--- src/rtl/cla_seq_subtractor_if.sv ---
// Operand/result handshake bundle for cla_seq_subtractor.
// The master drives operands and result acceptance; the slave is the subtractor.
interface cla_seq_subtractor_if #(
    parameter int WIDTH = 16
);
    logic             in_valid;
    logic             in_ready;
    logic [WIDTH-1:0] a;
    logic [WIDTH-1:0] b;
    logic             bin;
    logic             out_valid;
    logic             out_ready;
    logic [WIDTH-1:0] diff;
    logic             bout;
    logic             ovf;

    modport master (
        output in_valid, a, b, bin, out_ready,
        input  in_ready, out_valid, diff, bout, ovf
    );

    modport slave (
        input  in_valid, a, b, bin, out_ready,
        output in_ready, out_valid, diff, bout, ovf
    );
endinterface

--- src/rtl/cla_seq_subtractor.sv ---
// Multi-cycle subtractor: diff = a - b - bin, one 4-bit CLA slice per cycle, LSB first.
// Computed as a + ~b + ~bin with the slice carry registered between cycles.
module cla_seq_subtractor #(
    parameter int WIDTH = 16
) (
    input  logic                 clk,
    input  logic                 rst_n,
    cla_seq_subtractor_if.slave  bus
);
    localparam int NSLICE = WIDTH / 4;
    localparam int IDXW   = (NSLICE > 1) ? $clog2(NSLICE) : 1;
    localparam logic [IDXW-1:0] LAST_IDX = IDXW'(NSLICE - 1);

    typedef enum logic [1:0] {
        IDLE,
        RUN,
        DONE
    } state_t;

    state_t           state_q, state_d;
    logic [WIDTH-1:0] a_q, a_d;
    logic [WIDTH-1:0] b_q, b_d;
    logic [WIDTH-1:0] diff_q, diff_d;
    logic             carry_q, carry_d;
    logic [IDXW-1:0]  idx_q, idx_d;
    logic             bout_q, bout_d;
    logic             ovf_q, ovf_d;

    logic [IDXW+1:0]  base;
    logic [3:0]       x, y, p, g, s;
    logic [4:0]       c;

    // Shared 4-bit lookahead slice on the current nibble of a and ~b.
    always_comb begin
        base = {idx_q, 2'b00};
        x    = a_q[base +: 4];
        y    = ~b_q[base +: 4];
        p    = x ^ y;
        g    = x & y;
        c[0] = carry_q;
        c[1] = g[0] | (p[0] & c[0]);
        c[2] = g[1] | (p[1] & g[0]) | (p[1] & p[0] & c[0]);
        c[3] = g[2] | (p[2] & g[1]) | (p[2] & p[1] & g[0]) | (p[2] & p[1] & p[0] & c[0]);
        c[4] = g[3] | (p[3] & g[2]) | (p[3] & p[2] & g[1]) | (p[3] & p[2] & p[1] & g[0])
             | (p[3] & p[2] & p[1] & p[0] & c[0]);
        s    = p ^ c[3:0];
    end

    always_comb begin
        state_d = state_q;
        a_d     = a_q;
        b_d     = b_q;
        diff_d  = diff_q;
        carry_d = carry_q;
        idx_d   = idx_q;
        bout_d  = bout_q;
        ovf_d   = ovf_q;
        case (state_q)
            IDLE: begin
                if (bus.in_valid) begin
                    a_d     = bus.a;
                    b_d     = bus.b;
                    carry_d = ~bus.bin;
                    idx_d   = '0;
                    diff_d  = '0;
                    state_d = RUN;
                end
            end
            RUN: begin
                diff_d[base +: 4] = s;
                carry_d           = c[4];
                idx_d             = idx_q + IDXW'(1);
                if (idx_q == LAST_IDX) begin
                    bout_d  = ~c[4];
                    ovf_d   = (a_q[WIDTH-1] != b_q[WIDTH-1]) & (s[3] != a_q[WIDTH-1]);
                    state_d = DONE;
                end
            end
            DONE: begin
                if (bus.out_ready) begin
                    state_d = IDLE;
                end
            end
            default: state_d = IDLE;
        endcase
    end

    always_ff @(posedge clk or negedge rst_n) begin
        if (!rst_n) begin
            state_q <= IDLE;
            a_q     <= '0;
            b_q     <= '0;
            diff_q  <= '0;
            carry_q <= 1'b0;
            idx_q   <= '0;
            bout_q  <= 1'b0;
            ovf_q   <= 1'b0;
        end else begin
            state_q <= state_d;
            a_q     <= a_d;
            b_q     <= b_d;
            diff_q  <= diff_d;
            carry_q <= carry_d;
            idx_q   <= idx_d;
            bout_q  <= bout_d;
            ovf_q   <= ovf_d;
        end
    end

    assign bus.in_ready  = (state_q == IDLE);
    assign bus.out_valid = (state_q == DONE);
    assign bus.diff      = diff_q;
    assign bus.bout      = bout_q;
    assign bus.ovf       = ovf_q;
endmodule

--- src/flat_wrapper.sv ---
// flat-port wrapper written by rule: the top's interface ports become plain ports
module cla_seq_subtractor_flat 
#(
    parameter int WIDTH = 16
)
  (clk, rst_n, bus_in_valid, bus_a, bus_b, bus_bin, bus_out_ready, bus_in_ready, bus_out_valid, bus_diff, bus_bout, bus_ovf);
  cla_seq_subtractor_if #(.WIDTH(WIDTH)) bus_i ();
  input  logic clk;
  input  logic rst_n;
  input wire logic [$bits(bus_i.in_valid)-1:0] bus_in_valid;
  input wire logic [$bits(bus_i.a)-1:0] bus_a;
  input wire logic [$bits(bus_i.b)-1:0] bus_b;
  input wire logic [$bits(bus_i.bin)-1:0] bus_bin;
  input wire logic [$bits(bus_i.out_ready)-1:0] bus_out_ready;
  output wire logic [$bits(bus_i.in_ready)-1:0] bus_in_ready;
  output wire logic [$bits(bus_i.out_valid)-1:0] bus_out_valid;
  output wire logic [$bits(bus_i.diff)-1:0] bus_diff;
  output wire logic [$bits(bus_i.bout)-1:0] bus_bout;
  output wire logic [$bits(bus_i.ovf)-1:0] bus_ovf;
  assign bus_i.in_valid = bus_in_valid;
  assign bus_i.a = bus_a;
  assign bus_i.b = bus_b;
  assign bus_i.bin = bus_bin;
  assign bus_i.out_ready = bus_out_ready;
  assign bus_in_ready = bus_i.in_ready;
  assign bus_out_valid = bus_i.out_valid;
  assign bus_diff = bus_i.diff;
  assign bus_bout = bus_i.bout;
  assign bus_ovf = bus_i.ovf;
  cla_seq_subtractor #(.WIDTH(WIDTH)) u_core (.clk(clk), .rst_n(rst_n), .bus(bus_i));
endmodule
--- config.mk ---
export PLATFORM = sky130hd
export DESIGN_NAME = cla_seq_subtractor_flat
export DESIGN_NICKNAME = d
export VERILOG_FILES = /design/src/rtl/cla_seq_subtractor_if.sv /design/src/rtl/cla_seq_subtractor.sv /design/src/flat_wrapper.sv
export SDC_FILE = /design/constraint.sdc
export NUM_CORES = 1
export LEC_CHECK = 0
export ABC_CLOCK_PERIOD_IN_PS = 6450
export BUFFER_PORTS_ARGS = -buffer_cell sky130_fd_sc_hd__buf_2
export CELL_PAD_IN_SITES_DETAIL_PLACEMENT = 0
export CELL_PAD_IN_SITES_GLOBAL_PLACEMENT = 2
export CORE_ASPECT_RATIO = 1.25
export CORE_MARGIN = 2
export CORE_UTILIZATION = 25
export CTS_BUF_LIST = sky130_fd_sc_hd__clkbuf_4 sky130_fd_sc_hd__clkbuf_8 sky130_fd_sc_hd__clkbuf_16
export DETAILED_ROUTE_END_ITERATION = 8
export PLACE_DENSITY = 0.6
export SYNTH_ARGS = -nofsm -noshare
export SYNTH_HDL_FRONTEND = slang
export SYNTH_SLANG_ARGS = --single-unit
--- constraint.sdc ---
create_clock -name clk -period 6.45 [get_ports clk]
set_input_delay 1.29 -clock clk [delete_from_list [all_inputs] [get_ports clk]]
set_output_delay 1.29 -clock clk [all_outputs]
set_load 0.02 [all_outputs]
==> impl_metrics.json <==
{
  "required_ns": 6.63,
  "clk_latency_ns": 0.29,
  "port_buffers": 56,
  "layout_commonest_cell": "nand2_1",
  "route.antenna.remaining_nets": 0,
  "fin_crit_ns": 2.732,
  "finClkSkew_ns": 0.005211,
  "synth_cells": 258,
  "cts_setup_buffers": 0,
  "drv_slew": 0,
  "cp-end-kind": "flip-flop",
  "clockBufferDepth": 2,
  "drv_cap": 0,
  "intPower_uw": 995.9,
  "p_sw_share_pct": 43.92,
  "whs_ns": 0.4746,
  "cts_tree": "done",
  "antenna_found_initial": 0,
  "setup_violations": 0,
  "r2r_setup_slack_ns": 3.72,
  "yosysSeqAreaShare_pct": 52.08,
  "cp_slowest_stage_delay_ns": 0.82,
  "clockPowerShare_pct": 15.1,
  "final-hold-violation-count": 0,
  "synth_warnings": 0,
  "r2r_end": "u_core.bus.ovf$_DFFE_PN0P_",
  "dp_cells": 433,
  "min_from": "u_core.a_q[7]$_DFFE_PN0P_",
  "async_flop_share_pct": 100.0,
  "drt_first_iter_violations": 50,
  "netlist_area_sq_um": 2643,
  "area_delta_synth_final_pct": 19.84,
  "die-area_sq_um": 11410,
  "period_share_pct": 42.36,
  "grt.overflow.total": 0,
  "pin_count": 57,
  "min_path_cells": 2,
  "switching_power_uw": 779.8,
  "routed_via_density": 4.450,
  "routed-via-count": 1958,
  "ctsHoldBuffers": 0,
  "row_count": 41,
  "power_density_nw_per_um2": 560.7,
  "fp.coreArea_sq_um": 10210,
  "die_height_um": 118.9,
  "setup_slack_ns": 3.718,
  "crit_family": "flip-flops",
  "p_comb_share_pct": 50.0,
  "clock.fmax_mhz": 366.0,
  "routed_wl_mm": 6.344,
  "gp_congestion": 0.7520,
  "reg2reg_from": "u_core.idx_q[0]$_DFFE_PN0P_",
  "cp_max_fo": 14,
  "crit_arrival_ns": 2.91,
  "cp_slowest_cell": "dfrtp_1",
  "place_ws_ns": 3.670,
  "cts_buffers": 5,
  "cts_sinks": 55,
  "final.setup.tns_ns": 0,
  "synth_nets": 305,
  "crit_chain": "mux4_2 -> ha_1 -> a21oi_1 -> nor2_1 -> o31a_1 -> a211o_1",
  "grt_pass1_wl_mm": 10.52,
  "drc": 0,
  "fin_nets": 358,
  "mostFrequentLayoutCells": "nand2_1 (100), buf_2 (56), dfrtp_1 (55), a22o_1 (16), inv_1 (10)",
  "cp-start-kind": "flip-flop",
  "ir_drop_v": 0.0001416,
  "rsz0062_at_grt": "false",
  "p_seq_share_pct": 34.9,
  "drive_gt1_share_pct": 25.40,
  "worstMarginPinSlew_ns": 0.9876,
  "synth-edff-count": 0,
  "dp_hpwl_mm": 4.581,
  "synth_seq_cells": 55,
  "rr_worst_depth": 6,
  "hp-class": "reg -> reg",
  "relSlewSlack_pct": 34.16,
  "hold_end": "u_core.a_q[7]$_DFFE_PN0P_",
  "cp_num_buf_inv": 0,
  "p_leak_nw": 1.682,
  "syn_avg_cell_area_sq_um": 10.24,
  "synth.distinct_cells": 36,
  "antennaDiodeCount": 0,
  "clk_pin_slew_ns": 0.07,
  "synthFlopType": "dfrtp_1",
  "dieWidth_um": 95.96,
  "grt_max_degree": 56,
  "first_global_vias": 2060,
  "ctsHtreeMaxLevel": 2,
  "initial_utilization_pct": 25.89,
  "outcome": "finished, final reports clean",
  "clock-root-buffer": "clkbuf_16",
  "path_class": "reg -> reg",
  "wl_per_cell_um": 14.42,
  "post_cts_resized": 0,
  "drt_pass1_iterations": 3,
  "grt_usage_pct": 11.91,
  "stdcell_count": 440
}
==> layout make-up <==
cell class	count	area [sq um]
Clock inverter	2	13.76
Tap cell	129	161.4
Fill cell	1118	7042
Timing Repair Buffer	57	287.8
Clock buffer	5	125.1
Sequential cell	55	1376
Inverter	11	41.29
Multi-Input combinational cell	181	1161
==> worst reg2reg max path, stage by stage (launching register included) <==
cell and delay [ns]:
dfrtp_1 0.82, mux4_2 0.63, ha_1 0.34, a21oi_1 0.17
nor2_1 0.10, o31a_1 0.30, a211o_1 0.26
==> through the flow <==
step / util [%] / power [mW] / cell area, sq um
3_3_place_gp: 29.66 / 1.538 / 3028
3_5_place_dp: 29.66 / 1.538 / 3028
6_report: 31.02 / 1.776 / 3167
5_1_grt: 31.02 / 1.956 / 3167
4_1_cts: 31.02 / 1.819 / 3167
2_1_floorplan: - / 1.288 / 2643
==> Yosys cell counts (2+ instances only) <==
cell,number,area share [%]
nand2b_1,4,0.95
buf_4,3,0.85
clkbuf_1,4,0.57
nor2_1,4,0.57
ha_1,9,4.3
a21o_1,5,1.4
dfrtp_1,55,52
and3_1,2,0.47
o21ai_0,3,0.57
buf_2,3,0.57
inv_1,10,1.4
nand3_1,3,0.57
and2_1,3,0.71
nor3b_1,2,0.57
xnor2_1,2,0.66
nand2_1,100,14
nor2b_1,2,0.47
a22o_1,16,5.3
a21oi_1,4,0.76
mux4_2,8,6.8
==> flip-flops by register name (all words and copies together) (netlist names) <==
name / count
u_core.bus.diff: 16
u_core.a_q: 16
u_core.b_q: 16
u_core.bus.bout: 1
u_core.idx_q: 2
u_core.carry_q: 1
u_core.bus.ovf: 1
u_core.state_q: 2
==> how the worst max path moves through the flow <==
stage / from / to / slack, ns / depth (start not counted)
global route: u_core.idx_q[0]$_DFFE_PN0P_ / u_core.bus.diff[15]$_DFFE_PN0P_ / 3.47 / 7
detailed placement: u_core.idx_q[0]$_DFFE_PN0P_ / u_core.bus.ovf$_DFFE_PN0P_ / 3.67 / 6
CTS: u_core.idx_q[0]$_DFFE_PN0P_ / u_core.bus.ovf$_DFFE_PN0P_ / 3.66 / 6
finish: u_core.idx_q[0]$_DFFE_PN0P_ / u_core.bus.ovf$_DFFE_PN0P_ / 3.72 / 6
global placement: u_core.idx_q[0]$_DFFE_PN0P_ / u_core.bus.ovf$_DFFE_PN0P_ / 3.74 / 6
floorplan: u_core.idx_q[0]$_DFFE_PN0P_ / u_core.bus.ovf$_DFFE_PN0P_ / 4.13 / 7
==> cells by family after synthesis <==
| group | after synthesis | synth area share [%] |
|---|---|---|
| AO/OA/AOI/OAI | 34 | 9.896 |
| XOR/XNOR | 2 | 0.6630 |
| adder cells (fa/ha/maj) | 10 | 5.019 |
| buffers and inverters | 22 | 3.977 |
| flip-flops | 55 | 52.08 |
| multiplexers | 9 | 7.244 |
| AND/OR/NAND/NOR | 126 | 21.12 |
==> routing by layer <==
metal | track usage [%] | vias to the layer above | wire length, um
met2 | 20.15 | 42 | 3205
li1 | - | 966 | -
met4 | 3.571 | 0 | 111
met1 | 15.18 | 942 | 2784
met3 | 2.277 | 8 | 244
met5 | 0 | - | 0
==> power by group through the flow <==
stage | logic [mW] | clock network, mW | registers [mW]
final | 0.887 | 0.268 | 0.620
after global routing | 1.02 | 0.292 | 0.648
after CTS | 0.917 | 0.274 | 0.627
after detailed placement | 0.904 | 0 | 0.634
after global placement | 0.903 | 0 | 0.634
after floorplan | 0.691 | 0 | 0.597
Power figures use the tool's default switching activity.
